**config.mk**
```make
export PLATFORM = sky130hd
export DESIGN_NAME = alu_pipe
export DESIGN_NICKNAME = d
export VERILOG_FILES = /design/src/rtl/alu_pkg.sv /design/src/rtl/alu_mul_iter.sv /design/src/rtl/alu_pipe.sv
export SDC_FILE = /design/constraint.sdc
export NUM_CORES = 1
export LEC_CHECK = 0
export ABC_AREA = 1
export ABC_CLOCK_PERIOD_IN_PS = 1750
export BUFFER_PORTS_ARGS = -buffer_cell sky130_fd_sc_hd__buf_2
export CORE_ASPECT_RATIO = 2
export CORE_MARGIN = 1
export CORE_UTILIZATION = 50
export CTS_CLUSTER_DIAMETER = 40
export DETAILED_ROUTE_END_ITERATION = 7
export HOLD_SLACK_MARGIN = 0.03
export PLACE_DENSITY = 0.73
export SLEW_MARGIN = 20
export SYNTH_ARGS = -nofsm -noshare
export SYNTH_HDL_FRONTEND = slang
export SYNTH_SLANG_ARGS = --single-unit
export TNS_END_PERCENT = 100
```
**constraint.sdc**
```tcl
create_clock -name clk -period 1.75 [get_ports clk]
set_input_delay 0.175 -clock clk [delete_from_list [all_inputs] [get_ports clk]]
set_output_delay 0.175 -clock clk [all_outputs]
set_load 0.01 [all_outputs]
```
**src/rtl/alu_pkg.sv**
```systemverilog
// Shared definitions for the pipelined ALU: operation encodings, the
// sequencing state enum, NZCV flag bit positions and overflow helpers.
// Imported by alu_pipe and alu_mul_iter.
package alu_pkg;

  // Operation encodings on alu_op
  localparam logic [2:0] OP_AND = 3'b000;
  localparam logic [2:0] OP_ORR = 3'b001;
  localparam logic [2:0] OP_ADD = 3'b010;
  localparam logic [2:0] OP_SUB = 3'b011;
  localparam logic [2:0] OP_EOR = 3'b100;
  localparam logic [2:0] OP_ADC = 3'b101;
  localparam logic [2:0] OP_MUL = 3'b110;
  localparam logic [2:0] OP_MOV = 3'b111;

  // Control sequencing states
  typedef enum logic [1:0] {
    S_IDLE = 2'b00,
    S_MUL  = 2'b01,
    S_DONE = 2'b10
  } alu_state_e;

  // Bit positions inside the internal 4-bit NZCV bus
  localparam int NZCV_W = 4;
  localparam int FLAG_N = 3;
  localparam int FLAG_Z = 2;
  localparam int FLAG_C = 1;
  localparam int FLAG_V = 0;

  // Signed overflow for A+B(+cin): operands agree in sign, result differs
  function automatic logic add_ovf(input logic a_msb, input logic b_msb,
                                   input logic r_msb);
    return (a_msb == b_msb) && (r_msb != a_msb);
  endfunction

  // Signed overflow for A-B: operands differ in sign, result differs from A
  function automatic logic sub_ovf(input logic a_msb, input logic b_msb,
                                   input logic r_msb);
    return (a_msb != b_msb) && (r_msb != a_msb);
  endfunction

endpackage

```
**src/rtl/alu_mul_iter.sv**
```systemverilog
// Iterative shift-add multiplier, one partial product per clock.
// A start pulse loads the operands; WIDTH iterations follow. done is high
// during the final iteration cycle, so product is complete right after the
// edge on which done was seen.
// Ports:
//   clk, reset        clock and asynchronous active-high reset
//   start             load operands and begin (ignored fields when busy)
//   a, b              unsigned operands
//   busy              iterations in progress
//   done              final iteration occurs on the coming edge
//   product           low WIDTH bits of a*b
module alu_mul_iter
  import alu_pkg::*;
#(
  parameter int WIDTH = 32
) (
  input  logic             clk,
  input  logic             reset,
  input  logic             start,
  input  logic [WIDTH-1:0] a,
  input  logic [WIDTH-1:0] b,
  output logic             busy,
  output logic             done,
  output logic [WIDTH-1:0] product
);

  localparam int CW = $clog2(WIDTH) + 1;
  localparam logic [CW-1:0] LAST_CNT = CW'(WIDTH - 1);

  logic [WIDTH-1:0] a_r;
  logic [WIDTH-1:0] b_r;
  logic [WIDTH-1:0] acc_r;
  logic [CW-1:0]    count_r;
  logic             busy_r;

  // Operand load and shift-add iteration; bits shifted out of a_r only
  // contribute above WIDTH and are intentionally dropped
  always_ff @(posedge clk or posedge reset) begin
    if (reset) begin
      a_r     <= '0;
      b_r     <= '0;
      acc_r   <= '0;
      count_r <= '0;
      busy_r  <= 1'b0;
    end else if (start) begin
      a_r     <= a;
      b_r     <= b;
      acc_r   <= '0;
      count_r <= '0;
      busy_r  <= 1'b1;
    end else if (busy_r) begin
      if (b_r[0]) begin
        acc_r <= acc_r + a_r;
      end
      a_r <= a_r << 1;
      b_r <= b_r >> 1;
      if (count_r == LAST_CNT) begin
        busy_r  <= 1'b0;
        count_r <= '0;
      end else begin
        count_r <= count_r + CW'(1);
      end
    end
  end

  assign busy    = busy_r;
  assign done    = busy_r && (count_r == LAST_CNT);
  assign product = acc_r;

endmodule

```
**src/rtl/alu_pipe.sv**
```systemverilog
// Registered ALU with valid/ready handshakes and full ARM NZCV flags.
// Single-cycle ops produce their result on the accepting edge; results and
// flags are held until the consumer takes them.
// Optional feature macro: ALU_MUL_EN -- when defined, op MUL uses the
// iterative multiplier (WIDTH+1 cycle latency); when undefined, MUL
// completes in one cycle with result 0 and Z=1.
// Ports:
//   clk, reset            clock, asynchronous active-high reset
//   in_valid / in_ready   input handshake (src_a, src_b, alu_op, carry_in)
//   out_valid / out_ready output handshake (result, flag_n/z/c/v)
module alu_pipe
  import alu_pkg::*;
#(
  parameter int WIDTH = 32
) (
  input  logic             clk,
  input  logic             reset,
  input  logic             in_valid,
  output logic             in_ready,
  input  logic [WIDTH-1:0] src_a,
  input  logic [WIDTH-1:0] src_b,
  input  logic [2:0]       alu_op,
  input  logic             carry_in,
  output logic             out_valid,
  input  logic             out_ready,
  output logic [WIDTH-1:0] result,
  output logic             flag_n,
  output logic             flag_z,
  output logic             flag_c,
  output logic             flag_v
);

  alu_state_e        state_r;
  logic              out_valid_r;
  logic [WIDTH-1:0]  result_r;
  logic [NZCV_W-1:0] nzcv_r;

  logic              in_ready_s;
  logic              accept_s;
  logic              take_s;
  logic [WIDTH:0]    sum_s;
  logic [WIDTH-1:0]  res_s;
  logic [NZCV_W-1:0] nzcv_s;
  logic              c_s;
  logic              v_s;

  assign in_ready_s = (state_r == S_IDLE) && (!out_valid_r || out_ready);
  assign accept_s   = in_valid && in_ready_s;
  assign take_s     = out_valid_r && out_ready;

`ifdef ALU_MUL_EN
  logic              mul_start_s;
  logic              mul_busy_s;
  logic              mul_done_s;
  logic [WIDTH-1:0]  mul_product_s;
  logic [NZCV_W-1:0] mul_nzcv_s;

  assign mul_start_s = accept_s && (alu_op == OP_MUL);

  alu_mul_iter #(
    .WIDTH(WIDTH)
  ) u_mul (
    .clk    (clk),
    .reset  (reset),
    .start  (mul_start_s),
    .a      (src_a),
    .b      (src_b),
    .busy   (mul_busy_s),
    .done   (mul_done_s),
    .product(mul_product_s)
  );

  // Flags for a finished multiply: only N and Z are meaningful
  always_comb begin
    mul_nzcv_s         = '0;
    mul_nzcv_s[FLAG_N] = mul_product_s[WIDTH-1];
    mul_nzcv_s[FLAG_Z] = (mul_product_s == '0);
  end
`endif

  // Single-cycle datapath: result plus carry/overflow from a WIDTH+1 bit sum
  always_comb begin
    sum_s = '0;
    res_s = '0;
    c_s   = 1'b0;
    v_s   = 1'b0;
    case (alu_op)
      OP_AND: res_s = src_a & src_b;
      OP_ORR: res_s = src_a | src_b;
      OP_EOR: res_s = src_a ^ src_b;
      OP_MOV: res_s = src_b;
      OP_ADD: begin
        sum_s = {1'b0, src_a} + {1'b0, src_b};
        res_s = sum_s[WIDTH-1:0];
        c_s   = sum_s[WIDTH];
        v_s   = add_ovf(src_a[WIDTH-1], src_b[WIDTH-1], sum_s[WIDTH-1]);
      end
      OP_ADC: begin
        sum_s = {1'b0, src_a} + {1'b0, src_b} + {{WIDTH{1'b0}}, carry_in};
        res_s = sum_s[WIDTH-1:0];
        c_s   = sum_s[WIDTH];
        v_s   = add_ovf(src_a[WIDTH-1], src_b[WIDTH-1], sum_s[WIDTH-1]);
      end
      OP_SUB: begin
        // Carry out of A + ~B + 1 is NOT borrow, i.e. A >= B unsigned
        sum_s = {1'b0, src_a} + {1'b0, ~src_b} + {{WIDTH{1'b0}}, 1'b1};
        res_s = sum_s[WIDTH-1:0];
        c_s   = sum_s[WIDTH];
        v_s   = sub_ovf(src_a[WIDTH-1], src_b[WIDTH-1], sum_s[WIDTH-1]);
      end
      // Without the multiplier, MUL yields zero; with it, this path is unused
      OP_MUL: res_s = '0;
      default: res_s = '0;
    endcase
    nzcv_s         = '0;
    nzcv_s[FLAG_N] = res_s[WIDTH-1];
    nzcv_s[FLAG_Z] = (res_s == '0);
    nzcv_s[FLAG_C] = c_s;
    nzcv_s[FLAG_V] = v_s;
  end

  // Sequencing FSM with the registered result, flags and out_valid
  always_ff @(posedge clk or posedge reset) begin
    if (reset) begin
      state_r     <= S_IDLE;
      out_valid_r <= 1'b0;
      result_r    <= '0;
      nzcv_r      <= '0;
    end else begin
      case (state_r)
        S_IDLE: begin
          if (accept_s) begin
`ifdef ALU_MUL_EN
            if (alu_op == OP_MUL) begin
              // Any previous result was taken in this same cycle
              state_r     <= S_MUL;
              out_valid_r <= 1'b0;
            end else begin
              result_r    <= res_s;
              nzcv_r      <= nzcv_s;
              out_valid_r <= 1'b1;
            end
`else
            result_r    <= res_s;
            nzcv_r      <= nzcv_s;
            out_valid_r <= 1'b1;
`endif
          end else if (take_s) begin
            out_valid_r <= 1'b0;
          end
        end
`ifdef ALU_MUL_EN
        S_MUL: begin
          if (mul_done_s) begin
            state_r <= S_DONE;
          end else if (!mul_busy_s) begin
            // Multiplier lost its operation; recover rather than hang
            state_r <= S_IDLE;
          end
        end
        S_DONE: begin
          // out_valid is guaranteed low here, so the load never overwrites
          result_r    <= mul_product_s;
          nzcv_r      <= mul_nzcv_s;
          out_valid_r <= 1'b1;
          state_r     <= S_IDLE;
        end
`endif
        default: begin
          state_r     <= S_IDLE;
          out_valid_r <= 1'b0;
        end
      endcase
    end
  end

  assign in_ready  = in_ready_s;
  assign out_valid = out_valid_r;
  assign result    = result_r;
  assign flag_n    = nzcv_r[FLAG_N];
  assign flag_z    = nzcv_r[FLAG_Z];
  assign flag_c    = nzcv_r[FLAG_C];
  assign flag_v    = nzcv_r[FLAG_V];

endmodule

```
==> results of run 1 <==
[cells in the mapped netlist, drive strengths merged]
library cell / count
a31oi: 3
buf: 30
o21bai: 4
o21a: 3
o2111ai: 16
a221oi: 3
nand4: 28
inv: 280
or2: 12
nand3b: 1
xor2: 3
a21o: 6
o221ai: 6
and2: 1
o22ai: 2
o211ai: 4
nor2: 222
a211oi: 3
a21oi: 86
clkbuf: 23
fa: 2
clkinv: 4
nand3: 166
ha: 106
o21ai: 100
dfrtp: 36
a21boi: 4
nor4: 2
nand2: 614
nor3: 18
[stage by stage]
stage          setup TNS, ps  cells  hold slack [ps]  utilization
4_1_cts               -19430   2648              290        0.835
3_5_place_dp          -38230   2605              304        0.745
3_3_place_gp          -36270   2605              286        0.745
2_1_floorplan         -13120   1788              342            -
[layer usage]
metal | track usage | overflow
met1 | 0.731 | 2
met5 | 0.204 | 0
met4 | 0.899 | 127
met2 | 1.01 | 246
met3 | 0.570 | 2
[cell families after synthesis]
| logic type | synth area share |
|---|---|
| XOR/XNOR | 0.00269 |
| AND/OR/NAND/NOR | 0.484 |
| flip-flops | 0.0922 |
| adder cells (fa/ha/maj) | 0.140 |
| buffers and inverters | 0.139 |
| AO/OA/AOI/OAI | 0.142 |
[repair_timing]
item,in CTS
endpoints found under the setup margin,34
hold buffers,1
buffers inserted,37
pin swaps,102
hold endpoints to repair,36
resized for setup,344
==> impl_results.html, run 1 <==
<table>
<tr><th>Metric</th><th>Value</th></tr>
<tr><th colspan="2">Synth</th></tr>
<tr><td>Post-synthesis sequential area ratio</td><td>0.0922</td></tr>
<tr><td>Number of flip-flops and latches in the synthesized netlist</td><td>36</td></tr>
<tr><td>Mean instance size in the synthesized netlist</td><td>5.46 um^2</td></tr>
<tr><td>Number of different library cells in the post-synthesis netlist</td><td>51</td></tr>
<tr><td>Post-Syn Nets</td><td>1968</td></tr>
<tr><td>Largest area contributor in the netlist</td><td>sky130_fd_sc_hd__nand2_1</td></tr>
<tr><td>Number of instances in the synthesized netlist</td><td>1788</td></tr>
<tr><td>Synth Warn #</td><td>0</td></tr>
<tr><td>Post-synth top area share</td><td>0.218</td></tr>
<tr><td>Top cells by area, synth</td><td>sky130_fd_sc_hd__nand2_1 22%, sky130_fd_sc_hd__ha_1 14%, sky130_fd_sc_hd__inv_1 10%, sky130_fd_sc_hd__dfrtp_1 9.2%, sky130_fd_sc_hd__nand3_1 7.8%</td></tr>
<tr><td>Cell area after technology mapping</td><td>9770 um^2</td></tr>
<tr><th colspan="2">Place</th></tr>
<tr><td>Count of buffers from port buffering</td><td>109</td></tr>
<tr><td>Pre-CTS WS</td><td>-1770 ps</td></tr>
<tr><td>Placement Cell Area</td><td>14400 um^2</td></tr>
<tr><td>Final weighted congestion in routability-driven placement</td><td>1.18</td></tr>
<tr><td>Estimated wirelength of the detail-placed design</td><td>45200 um</td></tr>
<tr><th colspan="2">Floorplanning</th></tr>
<tr><td>Width of the chip</td><td>101 um</td></tr>
<tr><td>Number of top-level design ports</td><td>110</td></tr>
<tr><td>Num rows</td><td>72</td></tr>
<tr><td>Height of the die</td><td>200 um</td></tr>
<tr><td>Initial standard-cell utilization of the core</td><td>0.507</td></tr>
<tr><th colspan="2">GRT</th></tr>
<tr><td>Residual overflow from global routing</td><td>377</td></tr>
<tr><td>Global-route wire length before repair</td><td>121000 um</td></tr>
<tr><td>Via count of the first global-routing pass</td><td>18800</td></tr>
<tr><td>Maximum number of pins on one net before global-route repair</td><td>57</td></tr>
<tr><td>Overall Global Routing Usage</td><td>0.786</td></tr>
<tr><th colspan="2">Clock tree</th></tr>
<tr><td>Inserted Clock Buffers</td><td>5</td></tr>
<tr><td>CTS Root Buffer Type</td><td>sky130_fd_sc_hd__clkbuf_16</td></tr>
<tr><td>CTS Sinks</td><td>36</td></tr>
<tr><td>CTS H-tree depth</td><td>2</td></tr>
<tr><td>Worst-case clock buffer depth</td><td>2</td></tr>
<tr><th colspan="2">Run status</th></tr>
<tr><td>Stop Error</td><td>[ERROR GRT-0116] Global routing finished with congestion. Check the congestion regions in the DRC Viewer.</td></tr>
<tr><td>Outcome</td><td>stopped before the end</td></tr>
<tr><td>Last stage</td><td>global routing (5_1_grt)</td></tr>
</table>
==> run 2: changes to the inputs <==
--- a/config.mk
+++ b/config.mk
@@ -6,15 +6,12 @@
 export NUM_CORES = 1
 export LEC_CHECK = 0
 export ABC_AREA = 1
-export ABC_CLOCK_PERIOD_IN_PS = 1750
+export ABC_CLOCK_PERIOD_IN_PS = 2300
 export BUFFER_PORTS_ARGS = -buffer_cell sky130_fd_sc_hd__buf_2
-export CORE_ASPECT_RATIO = 2
 export CORE_MARGIN = 1
-export CORE_UTILIZATION = 50
-export CTS_CLUSTER_DIAMETER = 40
+export CORE_UTILIZATION = 35
 export DETAILED_ROUTE_END_ITERATION = 7
-export HOLD_SLACK_MARGIN = 0.03
-export PLACE_DENSITY = 0.73
+export PLACE_DENSITY_LB_ADDON = 0.15
 export SLEW_MARGIN = 20
 export SYNTH_ARGS = -nofsm -noshare
 export SYNTH_HDL_FRONTEND = slang
==> constraint.sdc (replaced) <==
create_clock -name clk -period 2.3 [get_ports clk]
set_input_delay 0.23 -clock clk [delete_from_list [all_inputs] [get_ports clk]]
set_output_delay 0.23 -clock clk [all_outputs]
set_load 0.01 [all_outputs]
==> run 2 against run 1 <==
The flow now finishes, with violations (negative setup slack). Area after synthesis unchanged. Synthesized cell count unchanged.
==> impl_results.html, run 2 <==
<table>
<tr><th>Metric</th><th>Value</th></tr>
<tr><th colspan="2">Synth</th></tr>
<tr><td>Mean instance size in the synthesized netlist</td><td>5.46 um^2 (unchanged)</td></tr>
<tr><td>Async S/R FF share, synth</td><td>1.00 (unchanged)</td></tr>
<tr><td>Count of flip-flops with a built-in enable after synthesis</td><td>0 (unchanged)</td></tr>
<tr><td>Number of different library cells in the post-synthesis netlist</td><td>51 (unchanged)</td></tr>
<tr><td>Post-synthesis sequential area ratio</td><td>0.0922 (unchanged)</td></tr>
<tr><td>Top cells by area, synth</td><td>sky130_fd_sc_hd__nand2_1 22%, sky130_fd_sc_hd__ha_1 14%, sky130_fd_sc_hd__inv_1 10%, sky130_fd_sc_hd__dfrtp_1 9.2%, sky130_fd_sc_hd__nand3_1 7.8% (unchanged)</td></tr>
<tr><td>Synth Warn #</td><td>0 (unchanged)</td></tr>
<tr><td>Cell area after technology mapping</td><td>9770 um^2 (unchanged)</td></tr>
<tr><td>Post-Syn Nets</td><td>1968 (unchanged)</td></tr>
<tr><td>Number of instances in the synthesized netlist</td><td>1788 (unchanged)</td></tr>
<tr><td>Number of flip-flops and latches in the synthesized netlist</td><td>36 (unchanged)</td></tr>
<tr><td>Largest area contributor in the netlist</td><td>sky130_fd_sc_hd__nand2_1 (unchanged)</td></tr>
<tr><td>Top post-synthesis cells by count</td><td>568 x sky130_fd_sc_hd__nand2_1, 264 x sky130_fd_sc_hd__inv_1, 196 x sky130_fd_sc_hd__nor2_1 (unchanged)</td></tr>
<tr><td>Post-synth top area share</td><td>0.218 (unchanged)</td></tr>
<tr><td>Library cell with the highest instance count after synthesis</td><td>sky130_fd_sc_hd__nand2_1 (unchanged)</td></tr>
<tr><td>Dominant synthesized flop cell</td><td>sky130_fd_sc_hd__dfrtp_1 (unchanged)</td></tr>
<tr><th colspan="2">Worst setup path</th></tr>
<tr><td>Critical Path RT</td><td>2510 ps</td></tr>
<tr><td>Critical register-to-register path endpoint</td><td>nzcv_r[2]</td></tr>
<tr><td>Nature of the critical path startpoint</td><td>primary input</td></tr>
<tr><td>Critical-path maximum fanout</td><td>5</td></tr>
<tr><td>Signal arrival time at the worst endpoint</td><td>3040 ps</td></tr>
<tr><td>Gate family responsible for the most delay along the worst path</td><td>simple AND/OR/NAND/NOR gates</td></tr>
<tr><td>CP endpoint kind</td><td>flip-flop</td></tr>
<tr><td>Slowest stage cell, crit path</td><td>sky130_fd_sc_hd__ha_4</td></tr>
<tr><td>Max incr delay on CP</td><td>270 ps</td></tr>
<tr><td>Critical R2R Launch</td><td>out_valid</td></tr>
<tr><td>Register-to-register setup slack</td><td>200 ps</td></tr>
<tr><td>Cells on worst reg2reg path</td><td>19</td></tr>
<tr><td>Setup Crit Path Kind</td><td>primary input to flip-flop</td></tr>
<tr><td>Buffers &amp; Inverters on Critical Path</td><td>8</td></tr>
<tr><th colspan="2">Route</th></tr>
<tr><td>DRC violations left</td><td>0</td></tr>
<tr><td>Total iterations of the first detailed-routing run</td><td>6</td></tr>
<tr><td>DR iter-0 viols</td><td>1191</td></tr>
<tr><td>Average wire per cell in the routed design</td><td>18.4 um</td></tr>
<tr><td>Number of vias per cell</td><td>5.06</td></tr>
<tr><td>Residual antenna-violating net count after detailed routing</td><td>0</td></tr>
<tr><td>Vias post-DR</td><td>14100</td></tr>
<tr><td>WL final</td><td>50900 um</td></tr>
<tr><th colspan="2">Cells and area</th></tr>
<tr><td>Multi-input gate area in the final layout</td><td>9120 um^2</td></tr>
<tr><td>Leading cell types in the layout, fill and taps excluded</td><td>525 x sky130_fd_sc_hd__buf_4, 465 x sky130_fd_sc_hd__nand2_1, 243 x sky130_fd_sc_hd__inv_1</td></tr>
<tr><td>Number of flip-flops under the largest register name</td><td>32</td></tr>
<tr><td>Area growth from synthesis to layout</td><td>69.5%</td></tr>
<tr><td>Antenna cell count</td><td>0</td></tr>
<tr><td>Commonest non-fill, non-tap cell in the layout</td><td>sky130_fd_sc_hd__buf_4</td></tr>
<tr><td>Fill count</td><td>2737</td></tr>
<tr><td>FF+latch area</td><td>901 um^2</td></tr>
<tr><td>Share of the core filled with cells</td><td>0.609</td></tr>
<tr><td>Final net count</td><td>2582</td></tr>
<tr><td>Layout cells sized above 1</td><td>0.448</td></tr>
<tr><td>Final design area excluding fillers</td><td>16600 um^2</td></tr>
<tr><td>Final cell count without fillers</td><td>2775</td></tr>
<tr><th colspan="2">Clock tree</th></tr>
<tr><td>Clock slew at reported path FFs</td><td>50 ps</td></tr>
<tr><td>CTS Sinks</td><td>36 (unchanged)</td></tr>
<tr><td>CTS H-tree depth</td><td>2 (unchanged)</td></tr>
<tr><td>Clock tree from TritonCTS</td><td>built</td></tr>
<tr><td>Clock latency on the worst-skew pair</td><td>280 ps</td></tr>
<tr><td>Worst-case clock buffer depth</td><td>2 (unchanged)</td></tr>
<tr><td>Hold-fix buffers at CTS</td><td>0 (was 1)</td></tr>
<tr><td>CTS Root Buffer Type</td><td>sky130_fd_sc_hd__clkbuf_16 (unchanged)</td></tr>
<tr><td>Inserted Clock Buffers</td><td>5 (unchanged)</td></tr>
<tr><th colspan="2">Power and ir drop</th></tr>
<tr><td>Worst vdd ir</td><td>0.264 mV</td></tr>
<tr><td>Share of total power consumed by net switching</td><td>0.479</td></tr>
<tr><td>Switch Pwr</td><td>3.01 mW</td></tr>
<tr><td>Clock network power share</td><td>0.106</td></tr>
<tr><td>Tot Pwr</td><td>6.28 mW</td></tr>
<tr><td>Internal</td><td>3.27 mW</td></tr>
<tr><td>Pwr Density</td><td>379 nW/um^2</td></tr>
<tr><td>Pleak</td><td>8.86 nW</td></tr>
<tr><td>Sequential fraction of design power</td><td>0.128</td></tr>
<tr><td>Combinational power share</td><td>0.766</td></tr>
<tr><th colspan="2">STA</th></tr>
<tr><td>Final Max Slew Viols</td><td>0</td></tr>
<tr><td>Fmax</td><td>354 MHz</td></tr>
<tr><td>Worst setup skew after layout</td><td>3.42 ps</td></tr>
<tr><td>Final hold viol count</td><td>0</td></tr>
<tr><td>Post-route fraction of the period consumed by the critical path</td><td>1.23</td></tr>
<tr><td>Total negative setup slack</td><td>-7980 ps</td></tr>
<tr><td>Worst relative slew slack</td><td>0.586</td></tr>
<tr><td>Slew at the pin with the worst max-slew slack</td><td>620 ps</td></tr>
<tr><td>Final setup margin</td><td>-526 ps</td></tr>
<tr><td>RSZ-0062 raised after global routing</td><td>true</td></tr>
<tr><td>Final period demand of the worst path</td><td>2830 ps</td></tr>
<tr><td>Setup violators final</td><td>26</td></tr>
<tr><th colspan="2">Place</th></tr>
<tr><td>Final weighted congestion in routability-driven placement</td><td>1.04 (was 1.18)</td></tr>
<tr><td>Placed Cells</td><td>2720 (was 2605)</td></tr>
<tr><td>Count of buffers from port buffering</td><td>109 (unchanged)</td></tr>
<tr><td>Estimated wirelength of the detail-placed design</td><td>43300 um (was 45200 um)</td></tr>
<tr><td>Placement Cell Area</td><td>14400 um^2 (about the same)</td></tr>
<tr><th colspan="2">Floorplanning</th></tr>
<tr><td>Num rows</td><td>60 (was 72)</td></tr>
<tr><td>Initial standard-cell utilization of the core</td><td>0.359 (was 0.507)</td></tr>
<tr><td>Die Outline Area</td><td>28600 um^2</td></tr>
<tr><td>Width of the chip</td><td>169 um (was 101 um)</td></tr>
<tr><td>Number of top-level design ports</td><td>110 (unchanged)</td></tr>
<tr><td>Area of the core region</td><td>27200 um^2</td></tr>
<tr><td>Height of the die</td><td>169 um (was 200 um)</td></tr>
<tr><th colspan="2">GRT</th></tr>
<tr><td>GR met3 Demand/Resource</td><td>0.0725</td></tr>
<tr><td>Initial antenna violation count</td><td>0</td></tr>
<tr><td>Via count of the first global-routing pass</td><td>13000</td></tr>
<tr><td>Residual overflow from global routing</td><td>0</td></tr>
<tr><td>GRT met1 Usage</td><td>0.505</td></tr>
<tr><td>Global-route wire length before repair</td><td>75400 um</td></tr>
<tr><td>Grt met2 use</td><td>0.524</td></tr>
<tr><td>Maximum number of pins on one net before global-route repair</td><td>57</td></tr>
<tr><td>Peak-usage layer in the global routing report</td><td>met2</td></tr>
<tr><td>Overall Global Routing Usage</td><td>0.350</td></tr>
<tr><th colspan="2">Run status</th></tr>
<tr><td>Outcome</td><td>complete, but fails checks (was stopped before the end)</td></tr>
<tr><td>Violations in the final reports</td><td>negative setup slack</td></tr>
<tr><th colspan="2">Worst hold path</th></tr>
<tr><td>Path class of the lowest-slack min-delay path</td><td>primary input to async pin</td></tr>
<tr><th colspan="2">Job</th></tr>
<tr><td>Number of max-cap violations</td><td>0</td></tr>
</table>
## run 2: final cells by class
type | count | area share
Multi-Input combinational cell | 1415 | 0.551
Inverter | 284 | 0.0652
Sequential cell | 36 | 0.0544
Timing Repair Buffer | 660 | 0.293
Clock buffer | 8 | 0.00884
Tap cell | 372 | 0.0281
## run 2: cells by family (layout without fill, tap and decap cells)
| logic type | count (synthesis) | in the layout | synth area share |
|---|---|---|---|
| flops | 36 | 36 | 0.0922 |
| fa+ha+maj | 108 | 108 | 0.140 |
| compound gates | 240 | 240 | 0.142 |
| simple gates | 1064 | 1064 | 0.484 |
| xor+xnor | 3 | 3 | 0.00269 |
| buf+inv | 337 | 952 | 0.139 |
## run 2: worst max path at each step
stage	from	end	slack (ps)	cells past startpoint
final	src_b[5]	nzcv_r[2]	-530	26
after global routing	src_a[0]	nzcv_r[2]	-680	26
after CTS	src_b[0]	nzcv_r[2]	-450	25
after detailed placement	src_b[4]	nzcv_r[2]	-1150	25
after global placement	src_b[3]	nzcv_r[2]	-1120	25
after floorplan	src_a[0]	nzcv_r[2]	-380	23
## run 2: per-layer routing
metal / wire length, um / vias to the layer above
li1: - / 6889
met1: 23600 / 6538
met2: 21000 / 550
met3: 4890 / 74
met4: 1380 / 0
met5: 0 / -
## run 2: stage by stage
| step | hold WS, ps | setup WS (ps) |
|---|---|---|
| final | 42.6 | -526 |
| after global routing | 91.2 | -679 |
| after CTS | 60.0 | -446 |
| after detailed placement | 355 | -1150 |
| after global placement | 350 | -1120 |
| after floorplan | 397 | -376 |
## run 2: tightest hold or removal path: cells and delay by family
kind     cells  cell delay, ps
buf+inv      3             510
## run 2: power groups by stage
stage,registers [mW],logic (mW),clock network [mW]
detailed placement,0.816,4.00,0
global route,0.821,5.15,0.706
finish,0.805,4.81,0.666
CTS,0.807,4.44,0.676
floorplan,0.876,1.84,0
global placement,0.814,3.98,0
## run 2: timing repair
item,4_1_cts,5_1_grt
endpoints found under the hold margin,0,0
setup endpoints to repair,28,27
pin swaps,115,94
setup buffers,27,21
gates resized for setup,275,140
(Power assumes the default switching activity.)
